--- config.mk ---
export PLATFORM = sky130hd
export DESIGN_NAME = muldiv_unit_flat
export DESIGN_NICKNAME = d
export VERILOG_FILES = /design/src/rtl/muldiv_unit_if.sv /design/src/rtl/muldiv_unit.sv /design/src/flat_wrapper.sv
export SDC_FILE = /design/constraint.sdc
export NUM_CORES = 1
export LEC_CHECK = 0
export CORE_MARGIN = 2
export CORE_UTILIZATION = 55
export CTS_CLUSTER_SIZE = 10
export DETAILED_ROUTE_END_ITERATION = 8
export PLACE_DENSITY_LB_ADDON = 0.25
export REMOVE_ABC_BUFFERS = 1
export SKIP_CTS_REPAIR_TIMING = 1
export SLEW_MARGIN = 20
export SYNTH_ARGS = -nofsm -noshare
export SYNTH_HDL_FRONTEND = slang
export SYNTH_SLANG_ARGS = --single-unit
--- constraint.sdc ---
create_clock -name clk -period 5.06 [get_ports clk]
set_clock_uncertainty 0.1 [all_clocks]
set_input_delay 0.759 -clock clk [delete_from_list [all_inputs] [get_ports clk]]
set_output_delay 0.759 -clock clk [all_outputs]
set_load 0.01 [all_outputs]
--- src/rtl/muldiv_unit_if.sv ---
// rtl/muldiv_unit_if.sv - E-stage request/response bundle for the M-extension unit
interface muldiv_unit_if #(parameter int DATA_WIDTH = 32);
  logic                  startE;
  logic                  flushE;
  logic [2:0]            funct3E;
  logic [DATA_WIDTH-1:0] srcAE;
  logic [DATA_WIDTH-1:0] srcBE;
  logic                  stallE;
  logic                  doneE;
  logic [DATA_WIDTH-1:0] resultE;

  modport master (
    output startE, flushE, funct3E, srcAE, srcBE,
    input  stallE, doneE, resultE
  );

  modport slave (
    input  startE, flushE, funct3E, srcAE, srcBE,
    output stallE, doneE, resultE
  );
endinterface

--- src/rtl/muldiv_unit.sv ---
// rtl/muldiv_unit.sv - iterative RV32M multiply/divide, one bit per cycle
module muldiv_unit #(
  parameter int DATA_WIDTH = 32
) (
  input  logic           clk,
  input  logic           rst_n,
  muldiv_unit_if.slave   bus
);
  localparam int W  = DATA_WIDTH;
  localparam int CW = $clog2(W);
  localparam logic [W-1:0] MIN_INT = {1'b1, {(W-1){1'b0}}};

  typedef enum logic [1:0] {IDLE, CALC, DONE} state_t;

  state_t         state;
  logic [CW-1:0]  count;
  logic [2:0]     op;
  logic           neg;
  logic [W-1:0]   mag_op;
  logic [2*W-1:0] acc;
  logic           done_q;
  logic [W-1:0]   result_q;

  logic           a_signed, b_signed, sign_a, sign_b, neg_in;
  logic [W-1:0]   mag_a, mag_b;
  logic           div_zero, div_ovf;
  logic [W-1:0]   fast_result;
  logic [W:0]     mul_sum;
  logic [W:0]     div_shift;
  logic           div_ge;
  logic [W-1:0]   div_rem;
  logic [2*W-1:0] acc_next;
  logic [2*W-1:0] prod;
  logic [W-1:0]   div_val;
  logic [W-1:0]   final_result;

  always_comb begin
    a_signed    = (bus.funct3E != 3'b011) && (bus.funct3E != 3'b101) && (bus.funct3E != 3'b111);
    b_signed    = (bus.funct3E == 3'b000) || (bus.funct3E == 3'b001) ||
                  (bus.funct3E == 3'b100) || (bus.funct3E == 3'b110);
    sign_a      = a_signed & bus.srcAE[W-1];
    sign_b      = b_signed & bus.srcBE[W-1];
    mag_a       = sign_a ? -bus.srcAE : bus.srcAE;
    mag_b       = sign_b ? -bus.srcBE : bus.srcBE;
    // REM/REMU follow the dividend sign; everything else follows the product/quotient sign
    neg_in      = (bus.funct3E[2] & bus.funct3E[1]) ? sign_a : (sign_a ^ sign_b);
    div_zero    = bus.funct3E[2] & (bus.srcBE == '0);
    div_ovf     = bus.funct3E[2] & ~bus.funct3E[0] &
                  (bus.srcAE == MIN_INT) & (bus.srcBE == '1);
    fast_result = div_zero ? (bus.funct3E[1] ? bus.srcAE : '1)
                           : (bus.funct3E[1] ? '0 : MIN_INT);
  end

  // One shift-add (multiply) or restore-subtract (divide) step on acc
  always_comb begin
    mul_sum   = {1'b0, acc[2*W-1:W]} + (acc[0] ? {1'b0, mag_op} : '0);
    div_shift = acc[2*W-1:W-1];
    div_ge    = div_shift >= {1'b0, mag_op};
    div_rem   = div_ge ? (div_shift[W-1:0] - mag_op) : div_shift[W-1:0];
    if (op[2]) acc_next = {div_rem, acc[W-2:0], div_ge};
    else       acc_next = {mul_sum, acc[W-1:1]};
    prod    = neg ? -acc_next : acc_next;
    div_val = op[1] ? acc_next[2*W-1:W] : acc_next[W-1:0];
    if (op[2])              final_result = neg ? -div_val : div_val;
    else if (op == 3'b000)  final_result = prod[W-1:0];
    else                    final_result = prod[2*W-1:W];
  end

  always_ff @(posedge clk or negedge rst_n) begin
    if (!rst_n) begin
      state    <= IDLE;
      count    <= '0;
      op       <= '0;
      neg      <= 1'b0;
      mag_op   <= '0;
      acc      <= '0;
      done_q   <= 1'b0;
      result_q <= '0;
    end else begin
      done_q <= 1'b0;
      if (bus.flushE) begin
        state <= IDLE;
      end else begin
        case (state)
          IDLE: begin
            if (bus.startE) begin
              op    <= bus.funct3E;
              neg   <= neg_in;
              count <= CW'(W-1);
              if (div_zero || div_ovf) begin
                result_q <= fast_result;
                done_q   <= 1'b1;
                state    <= DONE;
              end else begin
                mag_op <= bus.funct3E[2] ? mag_b : mag_a;
                acc    <= bus.funct3E[2] ? {{W{1'b0}}, mag_a} : {{W{1'b0}}, mag_b};
                state  <= CALC;
              end
            end
          end
          CALC: begin
            acc   <= acc_next;
            count <= count - 1'b1;
            if (count == '0) begin
              result_q <= final_result;
              done_q   <= 1'b1;
              state    <= DONE;
            end
          end
          default: state <= IDLE;
        endcase
      end
    end
  end

  assign bus.stallE  = ((state == IDLE) & bus.startE & ~bus.flushE) | (state == CALC);
  assign bus.doneE   = done_q;
  assign bus.resultE = result_q;
endmodule

--- src/flat_wrapper.sv ---
// flat-port wrapper written by rule: the top's interface ports become plain ports
module muldiv_unit_flat 
#(
  parameter int DATA_WIDTH = 32
)
  (clk, rst_n, bus_startE, bus_flushE, bus_funct3E, bus_srcAE, bus_srcBE, bus_stallE, bus_doneE, bus_resultE);
  muldiv_unit_if #(.DATA_WIDTH(DATA_WIDTH)) bus_i ();
  input  logic clk;
  input  logic rst_n;
  input wire logic [$bits(bus_i.startE)-1:0] bus_startE;
  input wire logic [$bits(bus_i.flushE)-1:0] bus_flushE;
  input wire logic [$bits(bus_i.funct3E)-1:0] bus_funct3E;
  input wire logic [$bits(bus_i.srcAE)-1:0] bus_srcAE;
  input wire logic [$bits(bus_i.srcBE)-1:0] bus_srcBE;
  output wire logic [$bits(bus_i.stallE)-1:0] bus_stallE;
  output wire logic [$bits(bus_i.doneE)-1:0] bus_doneE;
  output wire logic [$bits(bus_i.resultE)-1:0] bus_resultE;
  assign bus_i.startE = bus_startE;
  assign bus_i.flushE = bus_flushE;
  assign bus_i.funct3E = bus_funct3E;
  assign bus_i.srcAE = bus_srcAE;
  assign bus_i.srcBE = bus_srcBE;
  assign bus_stallE = bus_i.stallE;
  assign bus_doneE = bus_i.doneE;
  assign bus_resultE = bus_i.resultE;
  muldiv_unit #(.DATA_WIDTH(DATA_WIDTH)) u_core (.clk(clk), .rst_n(rst_n), .bus(bus_i));
endmodule
==> impl_metrics.toml, run 1 <==
[run_status]
outcome = "complete, no violations"

[logic_synthesis]
avgSynthCellArea_um2 = 7.253
synth_top_area_cell = "dfrtp_1"
synth_xor_area_share_pct = 8.614
async_reset_ff_share_pct = 100.0
synth_ff_type = "dfrtp_1"
synth.area.mux_share_pct = 5.259
yosys.area_share.simple_pct = 23.97
synth-compound-area-share_pct = 31.37
synth_edf_count = 0
synthesis.instances = 2411
synth_top_family_by_area = "compound AO/OA/AOI/OAI gates"
synth_warnings = 0
synth_fa_ha_area_share_pct = 5.309
syn_area_um2 = 17490
netlist_top_cells_area = "dfrtp_1 20%, o21ai_0 7.1%, a21oi_1 6.0%, nand2_1 5.9%, ha_1 5.1%"
synth_seq_area_share_pct = 20.03
ys_ff_latch = 140
synth.top_cell.area_share_pct = 20.03
synthDistinctLibCells = 101

[worst_setup_path]
path_cells = "inv_1 -> ha_1 -> nand2b_1 -> a211oi_2 -> buf_4 -> o21ai_2 -> a21o_4 -> buf_4 -> a21o_1 -> a32oi_4 -> o21ai_1 -> ha_1 -> buf_4 -> nand3_1 -> o21ai_1 -> buf_4 -> o2111a_1 -> nand4_1 -> nand2_1 -> xor2_2 -> a21oi_1 -> a221o_1"
critPathRequiredTime_ns = 5.29
rr_worst_depth = 22
ff2ff_setup_slack_ns = 0.11
critPathCapture = "u_core.bus.resultE[18]"
cp.arrival_ns = 5.18
endpoint_kind = "flop"
cp.depth = 22
cp-start-kind = "flop"
worst-path-buf-inv = 5
timing.rr.start = "u_core.mag_op[1]"
cp_max_fo = 11
path_class = "flop to flop"
reg2reg_to = "u_core.bus.resultE[18]"
critPathTopFamily = "compound AO/OA/AOI/OAI gates"
cp_slowest_cell = "ha_1"
cp_common_cell = "buf_4"
crit_start = "u_core.mag_op[1]"
max_stage_delay_ns = 0.45

[grt]
track_usage_pct = 43.97
grt_pass1_wl_mm = 111.9
antenna_found_initial = 6
grt_max_degree = 114
overflow = 0
grt_pass1_vias = 19120

[sta]
finalMaxSlewViolations = 0
fin_crit_sh_pct = 97.81
hold_viol_final = 0
slew_headroom_pct = 29.79
min_period_ns = 4.949
timing.fmax_mhz = 202.0
worst_slew_pin_slew_ns = 1.053
final-setup-viol-count = 0

[placed_design]
dp.cells = 2949
portBuffers = 104
gp_congestion = 1.048
dpl_cell_area_um2 = 19840
hpwlAfterDp_mm = 57.68

[clock_network]
clock-sinks = 140
numCtsBuffers = 17
cts.root.buffer_cell = "clkbuf_16"
cts_buffer_depth = 2
worstSkewPairLatency_ns = 0.45
tritoncts = "done"
path_clk_slew_ns = 0.07
cts.htree.levels = 4

[cells_and_area]
nFillCells = 2767
area_delta_synth_final_pct = 18.87
drive_gt1_share_pct = 13.98
stdcell_area_um2 = 20790
stdcell_count = 2986
final_util_pct = 66.22
final_net_count = 2714

[die]
rows = 65
io_pins = 105
initial_core_util_pct = 55.71
core-area_um2 = 31390
dieHeight_um = 182.3
die_w_um = 182.3
dieArea_um2 = 33240

[power_and_ir_drop]
powerDensity_nw_per_um2 = 566.2
ir_drop_mv = 0.2613
p_leak_nw = 8.382

[detailed_routing]
first_pass_iters = 7
drc = 0
avgRoutedWirePerCell_um = 24.86
vias = 20450
vias_per_cell = 6.849
wirelength_mm = 74.24
drt-initial-drc-count = 2744
ant_nets = 0

[flow_run]
maxCapViolations = 0

[min_path]
hold_class = "primary input to async pin"
==> worst min-delay path by stage <==
stage                                       from                endpoint  slack (ns)  cells past startpoint
after floorplan                            rst_n           u_core.acc[0]        0.36                      0
after global placement    u_core.bus.resultE[14]  u_core.bus.resultE[14]        0.36                      2
after detailed placement  u_core.bus.resultE[14]  u_core.bus.resultE[14]        0.37                      2
after CTS                                  rst_n   u_core.bus.resultE[2]        0.25                      1
after global routing                       rst_n   u_core.bus.resultE[5]        0.26                      1
final                                      rst_n   u_core.bus.resultE[2]        0.20                      1
==> kinds of logic (layout without fill, tap and decap cells) <==
family                     count (synthesis)  after routing
and+or+nand+nor                          863            863
AOI/OAI and AO/OA                        849            849
buffers and inverters                    227            399
xor gates and xnor gates                 172            172
DFF                                      140            140
muxes                                     87             87
adders and majority gates                 73             73
other                                      0              1
==> layer usage <==
layer / global-route usage [%] / up-vias / wire length (um)
met2: 66.18 / 1398 / 31030
met5: 0 / - / 36
met3: 12.39 / 261 / 9975
li1: - / 9195 / -
met1: 57.12 / 9590 / 28720
met4: 23.87 / 6 / 4479
==> cell usage after synthesis (all sizes together), types with 34 or more instances <==
master / n
and2: 56
or3: 34
a31oi: 48
inv: 76
nand2: 275
ha: 71
clkbuf: 101
nor3: 57
o31ai: 34
nand3: 47
a211oi: 36
xor2: 72
xnor2: 100
buf: 48
nand4: 35
mux2i: 60
nor2: 221
dfrtp: 140
a21oi: 216
o21ai: 265
==> layout by cell type, fill, tap and decap left out, types with 21 or more instances in the layout <==
master,n
nand2_1,273
mux2i_1,60
nor3_1,51
a21o_1,21
clkdlybuf4s50_1,102
mux2_2,24
or3_1,32
nand2b_1,21
o31ai_1,32
nand4_1,33
nor2_1,220
inv_1,76
xor2_1,71
a31oi_1,46
a22o_1,21
o211ai_1,29
nand3_1,45
o21ai_0,243
xnor2_1,99
ha_1,63
a211oi_1,28
nor4_1,22
a21oi_1,205
buf_4,178
dfrtp_1,134
and2_1,56
==> worst register-to-register path: cells and delay by family (launching register included) <==
kind,cells,cell delay [ns]
compound gates,10,2.09
xor+xnor,1,0.27
fa+ha+maj,2,0.69
buf+inv,5,0.81
flops,1,0.36
simple gates,4,0.52
==> where the power goes <==
| group | total (mW) | internal (mW) | switching (mW) |
|---|---|---|---|
| combinational | 8.66 | 3.32 | 5.33 |
| sequential | 1.69 | 1.37 | 0.321 |
| clock | 1.43 | 0.888 | 0.540 |
| total | 11.8 | 5.58 | 6.19 |
==> metrics by stage <==
step           total power, mW  setup slack, ns  TNS [ns]  hold WS [ns]
3_3_place_gp             9.670          -0.2159   -0.4997        0.3619
2_1_floorplan            6.588           -3.138    -92.34        0.3632
5_1_grt                  12.36         -0.02409  -0.03525        0.2604
3_5_place_dp             9.741          -0.2243   -0.7365        0.3691
6_report                 11.77           0.1106         0        0.2001
4_1_cts                  11.22          -0.2665    -1.124        0.2466
==> sequential cells by signal (all words and copies together), names as in the netlist <==
signal	flops
u_core.bus.resultE	32
u_core.count	5
u_core.neg	1
u_core.op	3
u_core.state	2
u_core.bus.doneE	1
u_core.mag_op	32
u_core.acc	64
==> final cells by class <==
type | instances | area, um2 | area share [%]
sequential | 140 | 3513 | 16.90
inverter | 78 | 292.8 | 1.408
antenna | 1 | 2.502 | 0.01204
tap | 402 | 503.0 | 2.420
multi-input combinational | 2044 | 13310 | 64.04
timing repair buffer | 289 | 2520 | 12.12
clock buffer | 21 | 450.4 | 2.167
clock inverter | 11 | 192.7 | 0.9269
(Power assumes the default switching activity.)
==> inputs of run 2 (changes only) <==
- RECOVER_POWER: unset -> 100
==> run 2 against run 1 <==
Effect of this change:
- global-route usage unchanged
- sequential share of layout area about the same
- critical endpoint unchanged
- power is essentially flat
- cell count stayed put
- worst hold slack got worse by 0.0071 ns
- combinational power hardly changed
- register-to-register slack barely moved
- sequential power barely moved
- critical path type unchanged
- non-clock buffer count unchanged
- largest cell class unchanged
- the run now ends with capacitance limit, slew limit left
- flip-flop and latch count did not move
==> impl_metrics.toml, run 2 (same netlist as run 1, synthesis figures left out) <==
[cells_and_area]
final_net_count = 2714
top_register = "u_core.acc"
layout_common_cells = "273 x nand2_1, 245 x o21ai_0, 220 x nor2_1"
drive_gt1_share_pct = 13.90
largest_register_ffs = 64
final_common_cell = "nand2_1"
stdcell_area_um2 = 20740
area_delta_synth_final_pct = 18.58
final_util_pct = 66.06

[run_status]
outcome = "complete, but fails checks"
violations = "capacitance limit, slew limit"

[sta]
slew_headroom_pct = -40.91
finalMaxSlewViolations = 76
timing.fmax_mhz = 201.9
finalWorstSetupSlack_ns = 0.1062
setup_tns_ns = 0
fin_crit_sh_pct = 97.90
min_period_ns = 4.954
hold_viol_final = 0
final-setup-viol-count = 0
worst_slew_pin_slew_ns = 2.114

[clock_network]
clock-sinks = 140
worstSkewPairLatency_ns = 0.45
numCtsBuffers = 17
cts_buffer_depth = 2
cts.htree.levels = 4
tritoncts = "done"
cts.root.buffer_cell = "clkbuf_16"
path_clk_slew_ns = 0.07

[die]
initial_core_util_pct = 55.71
dieArea_um2 = 33240
dieHeight_um = 182.3
io_pins = 105
die_w_um = 182.3
core-area_um2 = 31390
rows = 65

[power_and_ir_drop]
powerDensity_nw_per_um2 = 568.0
p_leak_nw = 8.421
clockPowerShare_pct = 12.1
switching_share_pct = 52.74
switchingPower_mw = 6.213
combinationalPowerShare_pct = 73.5
p_int_mw = 5.567
ir_drop_mv = 0.2605
p_seq_share_pct = 14.3

[detailed_routing]
vias_per_cell = 6.847
avgRoutedWirePerCell_um = 24.92
drt-initial-drc-count = 2653
first_pass_iters = 7
wirelength_mm = 74.42
vias = 20450
drc = 0
ant_nets = 0

[flow_run]
maxCapViolations = 1

[worst_setup_path]
ff2ff_setup_slack_ns = 0.11
endpoint_kind = "flop"
cp-start-kind = "flop"
cp.arrival_ns = 5.18
critPathRequiredTime_ns = 5.28
timing.rr.start = "u_core.mag_op[1]"
reg2reg_to = "u_core.bus.resultE[18]"
rr_worst_depth = 22
path_class = "flop to flop"
cp_max_fo = 11

[placed_design]
pre_cts_slack_ns = -0.2243
gp_congestion = 1.048
portBuffers = 104
hpwlAfterDp_mm = 57.68
dpl_cell_area_um2 = 19840

[grt]
grt_max_degree = 114
overflow = 0
grt_pass1_vias = 19120
grt_pass1_wl_mm = 111.9
antenna_found_initial = 6
track_usage_pct = 43.97

[min_path]
hold_class = "primary input to async pin"
run 2: changes by cell type in the layout (fill, tap and decap cells not counted), moves of 2 or more:
| cell | before | now |
|---|---|---|
| o21ai_1 | 19 | 17 |
| dlygate4sd3_1 | 0 | 37 |
| clkbuf_1 | 3 | 5 |
| o21ai_0 | 243 | 245 |
| buf_12 | 7 | 4 |
| buf_4 | 178 | 176 |
| clkdlybuf4s50_1 | 102 | 65 |
run 2: layout make-up:
type                    instances  area, um2
diodes                          1      2.502
well taps                     402      503.0
fillers                      2776      10660
inverters                      78      292.8
multi-input cells            2044      13310
clock inverters                11      192.7
clock buffers                  21      450.4
flip-flops and latches        140       3513
repair buffers                289       2470
run 2: how the worst max path moves through the flow:
stage | start | endpoint | slack, ns
global placement | u_core.acc[42] | u_core.bus.resultE[18] | -0.22
finish | u_core.mag_op[1] | u_core.bus.resultE[18] | 0.11
detailed placement | u_core.acc[42] | u_core.bus.resultE[18] | -0.22
floorplan | u_core.op[2] | u_core.bus.resultE[14] | -3.14
global route | u_core.acc[0] | u_core.bus.resultE[31] | -0.02
CTS | u_core.acc[42] | u_core.bus.resultE[18] | -0.27
run 2: per-layer routing:
metal / vias up / share of wire (%) / global-route usage (%)
li1: 9188 / - / -
met3: 260 / 13 / 12.39
met2: 1442 / 42 / 66.18
met4: 6 / 6.0 / 23.87
met5: - / 0.048 / 0
met1: 9550 / 39 / 57.12
run 2: critical path, cell delays in order, from the launching register on:
cell and delay (ns):
dfrtp_1 0.36, inv_1 0.10, ha_1 0.46, nand2b_1 0.14, a211oi_2 0.29, buf_4 0.20
o21ai_2 0.07, a21o_4 0.25, buf_4 0.21, a21o_1 0.29, a32oi_4 0.33, o21ai_1 0.14
ha_1 0.24, buf_4 0.14, nand3_1 0.06, o21ai_1 0.13, buf_4 0.16, o2111a_1 0.17
nand4_1 0.19, nand2_1 0.13, xor2_2 0.26, a21oi_1 0.09, a221o_1 0.32
run 2: power groups by stage:
| stage | combinational (mW) | clock (mW) | sequential, mW |
|---|---|---|---|
| floorplan | 4.90 | 0 | 1.69 |
| global placement | 8.01 | 0 | 1.66 |
| detailed placement | 8.06 | 0 | 1.68 |
| CTS | 8.14 | 1.42 | 1.66 |
| global route | 9.18 | 1.46 | 1.71 |
| finish | 8.66 | 1.43 | 1.69 |
run 2: stage by stage:
step,power (mW),hold WS (ns),cells
floorplan,6.588,0.3632,2262
global placement,9.670,0.3619,2949
detailed placement,9.741,0.3691,2949
CTS,11.22,0.2466,2981
global route,12.35,0.2538,2985
finish,11.78,0.1930,2986
